$ cat config.mk
export PLATFORM = sky130hd
export DESIGN_NAME = wave_ram_writer
export DESIGN_NICKNAME = d
export VERILOG_FILES = /design/src/rtl/wave_ram_writer.sv
export SDC_FILE = /design/constraint.sdc
export NUM_CORES = 1
export LEC_CHECK = 0
export ABC_CLOCK_PERIOD_IN_PS = 3320
export BUFFER_PORTS_ARGS = -buffer_cell sky130_fd_sc_hd__buf_2
export CELL_PAD_IN_SITES_DETAIL_PLACEMENT = 1
export CELL_PAD_IN_SITES_GLOBAL_PLACEMENT = 1
export CORE_UTILIZATION = 44
export DETAILED_ROUTE_END_ITERATION = 8
export HOLD_SLACK_MARGIN = 0.05
export PLACE_DENSITY = 0.8
export SLEW_MARGIN = 40
export SYNTH_ARGS = -nofsm -noshare
export SYNTH_HDL_FRONTEND = slang
export SYNTH_SLANG_ARGS = --single-unit
$ cat constraint.sdc
create_clock -name system_clock -period 3.32 [get_ports system_clock]
set_input_delay 0.498 -clock system_clock [delete_from_list [all_inputs] [get_ports system_clock]]
set_output_delay 0.498 -clock system_clock [all_outputs]
set_load 0.005 [all_outputs]
$ cat src/rtl/wave_ram_writer.sv
// wave_ram_writer: double-banked 2 x 8 x 16-bit wave RAM.
//   The playback bank is selected by nr30[6]. The CPU only ever reads or
//   writes the other bank. A bank change is committed through a one-cycle
//   SWAP state, so it can never tear an access that is in flight.
// Ports:
//   system_clock       single clock, rising edge
//   reset              asynchronous, active low
//   nr30[6]            requested playback bank (other bits unused)
//   req_*              CPU request: valid/ready handshake, write, size (0=byte,
//                      1=halfword), byte offset 0..15, write data
//   resp_*             one-cycle completion pulse with read data / misalign flag
//   play_0x90..0x9E    halfwords of the committed playback bank
//   play_bank          committed playback bank
module wave_ram_writer #(
  parameter bit RESET_PLAY_BANK = 1'b0
) (
  input  logic        system_clock,
  input  logic        reset,
  input  logic [7:0]  nr30,
  input  logic        req_valid,
  output logic        req_ready,
  input  logic        req_write,
  input  logic        req_size,
  input  logic [3:0]  req_addr,
  input  logic [15:0] req_wdata,
  output logic        resp_valid,
  output logic [15:0] resp_rdata,
  output logic        resp_err,
  output logic [15:0] play_0x90,
  output logic [15:0] play_0x92,
  output logic [15:0] play_0x94,
  output logic [15:0] play_0x96,
  output logic [15:0] play_0x98,
  output logic [15:0] play_0x9A,
  output logic [15:0] play_0x9C,
  output logic [15:0] play_0x9E,
  output logic        play_bank
);
  typedef enum logic [1:0] {IDLE, ACCESS, SWAP} state_t;

  state_t                 state;
  logic [1:0][7:0][15:0]  mem;
  logic                   ready_en;   // low in the first cycle out of reset
  logic                   cap_bank, cap_write, cap_size;
  logic [3:0]             cap_addr;
  logic [15:0]            cap_wdata;

  logic        swap_pending, accept, req_misaligned, cap_misaligned;
  logic [15:0] rd_word, rd_data, wr_base, wr_word;
  logic        unused_nr30;

  assign unused_nr30    = ^{nr30[7], nr30[5:0]};
  assign swap_pending   = nr30[6] != play_bank;
  // A pending swap masks ready so it always wins over a simultaneous request.
  assign req_ready      = (state == IDLE) && ready_en && !swap_pending;
  assign accept         = req_valid && req_ready;
  assign req_misaligned = req_size && req_addr[0];
  assign cap_misaligned = cap_size && cap_addr[0];

  // Read path: the CPU side is always the non-playback bank.
  assign rd_word = mem[!play_bank][req_addr[3:1]];
  always_comb begin
    rd_data = 16'h0000;
    if (!req_misaligned) begin
      if (req_size)         rd_data = rd_word;
      else if (req_addr[0]) rd_data = {8'h00, rd_word[15:8]};
      else                  rd_data = {8'h00, rd_word[7:0]};
    end
  end

  // Write merge: a byte write keeps the other half of the halfword.
  assign wr_base = mem[cap_bank][cap_addr[3:1]];
  always_comb begin
    wr_word = cap_wdata;
    if (!cap_size) begin
      if (cap_addr[0]) wr_word = {cap_wdata[7:0], wr_base[7:0]};
      else             wr_word = {wr_base[15:8], cap_wdata[7:0]};
    end
  end

  always_ff @(posedge system_clock or negedge reset) begin
    if (!reset) begin
      state      <= IDLE;
      play_bank  <= RESET_PLAY_BANK;
      mem        <= '0;
      ready_en   <= 1'b0;
      cap_bank   <= 1'b0;
      cap_write  <= 1'b0;
      cap_size   <= 1'b0;
      cap_addr   <= 4'h0;
      cap_wdata  <= 16'h0000;
      resp_valid <= 1'b0;
      resp_err   <= 1'b0;
      resp_rdata <= 16'h0000;
    end else begin
      ready_en   <= 1'b1;
      resp_valid <= 1'b0;
      resp_err   <= 1'b0;
      resp_rdata <= 16'h0000;
      case (state)
        IDLE: begin
          if (swap_pending) begin
            state <= SWAP;
          end else if (accept) begin
            state      <= ACCESS;
            cap_bank   <= !play_bank;
            cap_write  <= req_write;
            cap_size   <= req_size;
            cap_addr   <= req_addr;
            cap_wdata  <= req_wdata;
            // Response registers go live for the ACCESS cycle.
            resp_valid <= 1'b1;
            resp_err   <= req_misaligned;
            resp_rdata <= req_write ? 16'h0000 : rd_data;
          end
        end
        ACCESS: begin
          if (cap_write && !cap_misaligned)
            mem[cap_bank][cap_addr[3:1]] <= wr_word;
          state <= swap_pending ? SWAP : IDLE;
        end
        SWAP: begin
          // Re-sampled here: a request that bounced back means no change.
          play_bank <= nr30[6];
          state     <= IDLE;
        end
        default: state <= IDLE;
      endcase
    end
  end

  // The playback bank is never written by the CPU, so these are glitch-free.
  assign play_0x90 = mem[play_bank][0];
  assign play_0x92 = mem[play_bank][1];
  assign play_0x94 = mem[play_bank][2];
  assign play_0x96 = mem[play_bank][3];
  assign play_0x98 = mem[play_bank][4];
  assign play_0x9A = mem[play_bank][5];
  assign play_0x9C = mem[play_bank][6];
  assign play_0x9E = mem[play_bank][7];
endmodule

==> results.md <==
* Max-slew violations at 0
* Most frequent cell after synthesis: dfrtp_1
* Die Width at 199.8 um
* Required time worst endpoint at 2.82 ns
* Syn Inst Count at 1,523
* Synth warnings at 0
* Via-per-instance ratio at 6.595
* Async set-or-reset flop fraction in the synthesized netlist at 100.0%
* Average cell area after synthesis at 11.30 um2
* Kind of start point of the critical path: flop
* Critical Path AT at 2.43 ns
* CTS tree: built
* Pwr Total at 16.69 mW
* H-tree depth at 2
* Initial DRC count at 1,337
* NumNets Final at 1,737
* Cts bufs inserted at 35
* Final Non-Filler Cells at 2,245
* Final Worst Setup Slack at 0.3929 ns
* CTS Buffer Depth at 3
* First-pass GRT wire length at 96.57 mm
* Period minus WS final at 2.927 ns
* Drt total wl at 64.81 mm
* Routed len/inst at 28.87 um
* Clk_skew at 0.01751 ns
* CP Class: reg -> out
* Post-synth top flop: dfrtp_1
* VDD IR max at 0.0003982 V
* Hpwl dp at 44.62 mm
* Setup Buffers After CTS at 0
* Top cell type's share of synthesized area at 43.76%
* 1st-pass router iterations at 5
* Initial antenna violation count at 0
* Synth Area in Adders at 0%
* Multiplexer share of the synthesized area at 28.60%
* CTS sink count at 301
* Status: complete, no violations
* Vias in the first global route at 15,280
* Max Clk Rate at 341.6 MHz
* RePlAce Congestion at 0.9140
* Die area at 39,910 um2
* CTS Hold Bufs at 1
* Crit-path max FO at 42
* Root Driver: clkbuf_16
* Gr ovfl total at 0
* Synth Cell Area at 17,210 um2
* Largest family of logic cells by synthesized area: multiplexers
* Post-Place Setup Slack at 0.5492 ns
* Slew @ Worst Pin at 0.8639 ns
* Synth cell types at 55
* Initial Util at 44.54%
* Hold Path Stages at 3
* Core Rows at 72
* Remaining DRCs at 0
* Synth Area in XOR/XNOR at 0.05088%
* GRT Total Usage at 32.71%
* Lkg Pwr at 9.255 nW
* Hold WS at 0.1591 ns
* Critical path endpoint category: output pin
* P&R area growth vs syn at 17.25%
* Clk Latency, worst-skew pair at 0.54 ns
* Port Buffers at 173
* Worst Hold Class: in -> reg
* Sequential element share of the synthesized area at 43.76%
* Final ANT Viol Nets at 0
* Die Span Y at 199.8 um
* Top cells by area in the synthesized netlist: dfrtp_1, mux4_2, mux2_2
* EDFF count, synth at 0
* Final hold vios at 0
* Final Setup Violations at 0
* Total of max-cap violations at 0
* RSZ-0062 raised after global routing: false
* IO Pins at 181
* Post-cts resize count at 0
* DR vias at 14,810
* Power Density at 826.8 nW/um2
* Largest net degree at the start of global routing at 98
* Antenna diodes at 0
* Post-Synth Simple-Gate Area at 10.90%
* Dominant cell type by area after synthesis: dfrtp_1
* Layout cells sized above 1 at 37.23%
* Most frequent cells after synthesis: dfrtp_1, nor2_1, mux2_2
* Sum Neg Setup Slack at 0 ns
* Yosys reg bits at 301
* Register clock-pin slew on the reported worst setup and hold paths at 0.06 ns
* Period utilization at 88.17%
* Slew HR at 42.20%
* Placed cells at 2,184
* Compound-Gate Fraction of Synth Area at 13.03%
* Synthesized Nets at 1,556
* Core area at 38,650 um2
* Cells on worst reg2reg path at 7
power by group:
part	total, mW	internal (mW)	switching, mW
logic	7.21	3.02	4.19
registers	5.42	4.41	1.01
clock network	4.06	2.45	1.61
stage by stage:
step | utilization [%] | instance area [um2]
floorplan | - | 17210
global placement | 49.14 | 18990
detailed placement | 49.15 | 18990
CTS | 52.21 | 20180
global route | 52.22 | 20180
finish | 52.22 | 20180
worst paths after layout:
check                                             to                 startpoint  slack (ns)
setup reg to reg                mem[227]$_DFFE_PN0P_    cap_addr[1]$_DFFE_PN0P_        0.44
max in group asynchronous       mem[181]$_DFFE_PN0P_                      reset        1.80
hold reg to reg            cap_wdata[11]$_DFFE_PN0P_  cap_wdata[11]$_DFFE_PN0P_        0.49
min in group asynchronous        mem[74]$_DFFE_PN0P_                      reset        0.53
setup / recovery                        play_0x9C[7]      play_bank$_DFFE_PN0N_        0.39
hold / removal             cap_wdata[14]$_DFFE_PN0P_              req_wdata[14]        0.16
logic make-up (layout without fill, tap and decap cells):
kind of cell              after synthesis  after routing
and+or+nand+nor                       437            437
xor gates and xnor gates                1              1
other                                   1              1
buffers and inverters                 137            341
DFF                                   301            301
AOI/OAI and AO/OA                     312            312
muxes                                 334            334
flip-flops by register name, summed over array words and instances, names as in the netlist:
register,cells
cap_size,1
cap_bank,1
resp_err,1
state,2
cap_addr,4
cap_wdata,16
resp_valid,1
ready_en,1
cap_write,1
mem,256
play_bank,1
resp_rdata,16
placed cells by master, fill, tap and decap left out, types with 7 or more instances in the layout:
cell	netlist	layout
dfrtp_1	301	298
nor2_1	186	186
mux2_2	176	176
buf_2	34	172
nand2_1	164	164
mux4_2	104	104
buf_4	7	91
a221oi_1	83	83
o21ai_0	74	74
mux2i_1	47	47
a21oi_1	38	38
clkbuf_16	0	37
a22o_1	28	28
a31oi_1	22	22
o22ai_1	20	20
nand3_1	16	16
and2_1	14	14
a22oi_1	13	13
nor2_2	9	9
o221ai_1	9	9
clkbuf_1	76	9
and3_1	8	8
buf_12	0	8
nor2b_1	8	7
cell type report:
| class | count | area (um2) |
|---|---|---|
| Multi-Input combinational cell | 1085 | 9057 |
| Clock buffer | 51 | 1028 |
| Tap cell | 518 | 648.1 |
| Fill cell | 4103 | 18470 |
| Clock inverter | 9 | 147.6 |
| Sequential cell | 301 | 7541 |
| Timing Repair Buffer | 273 | 1729 |
| Inverter | 8 | 30.03 |
per-layer routing:
metal  track usage [%]  vias to the layer above  wire (um)
met5                 0                        -         40
met4             14.76                        2       2951
met3             6.939                      189       5467
met2             51.23                      787      30240
met1             43.81                     7723      26110
li1                  -                     6104          -
worst max-delay path: stages (launching register included):
cell	delay, ns
dfrtp_4	0.62
buf_12	0.30
buf_4	0.36
mux2_2	0.43
buf_2	0.14
Power figures use the tool's default switching activity.
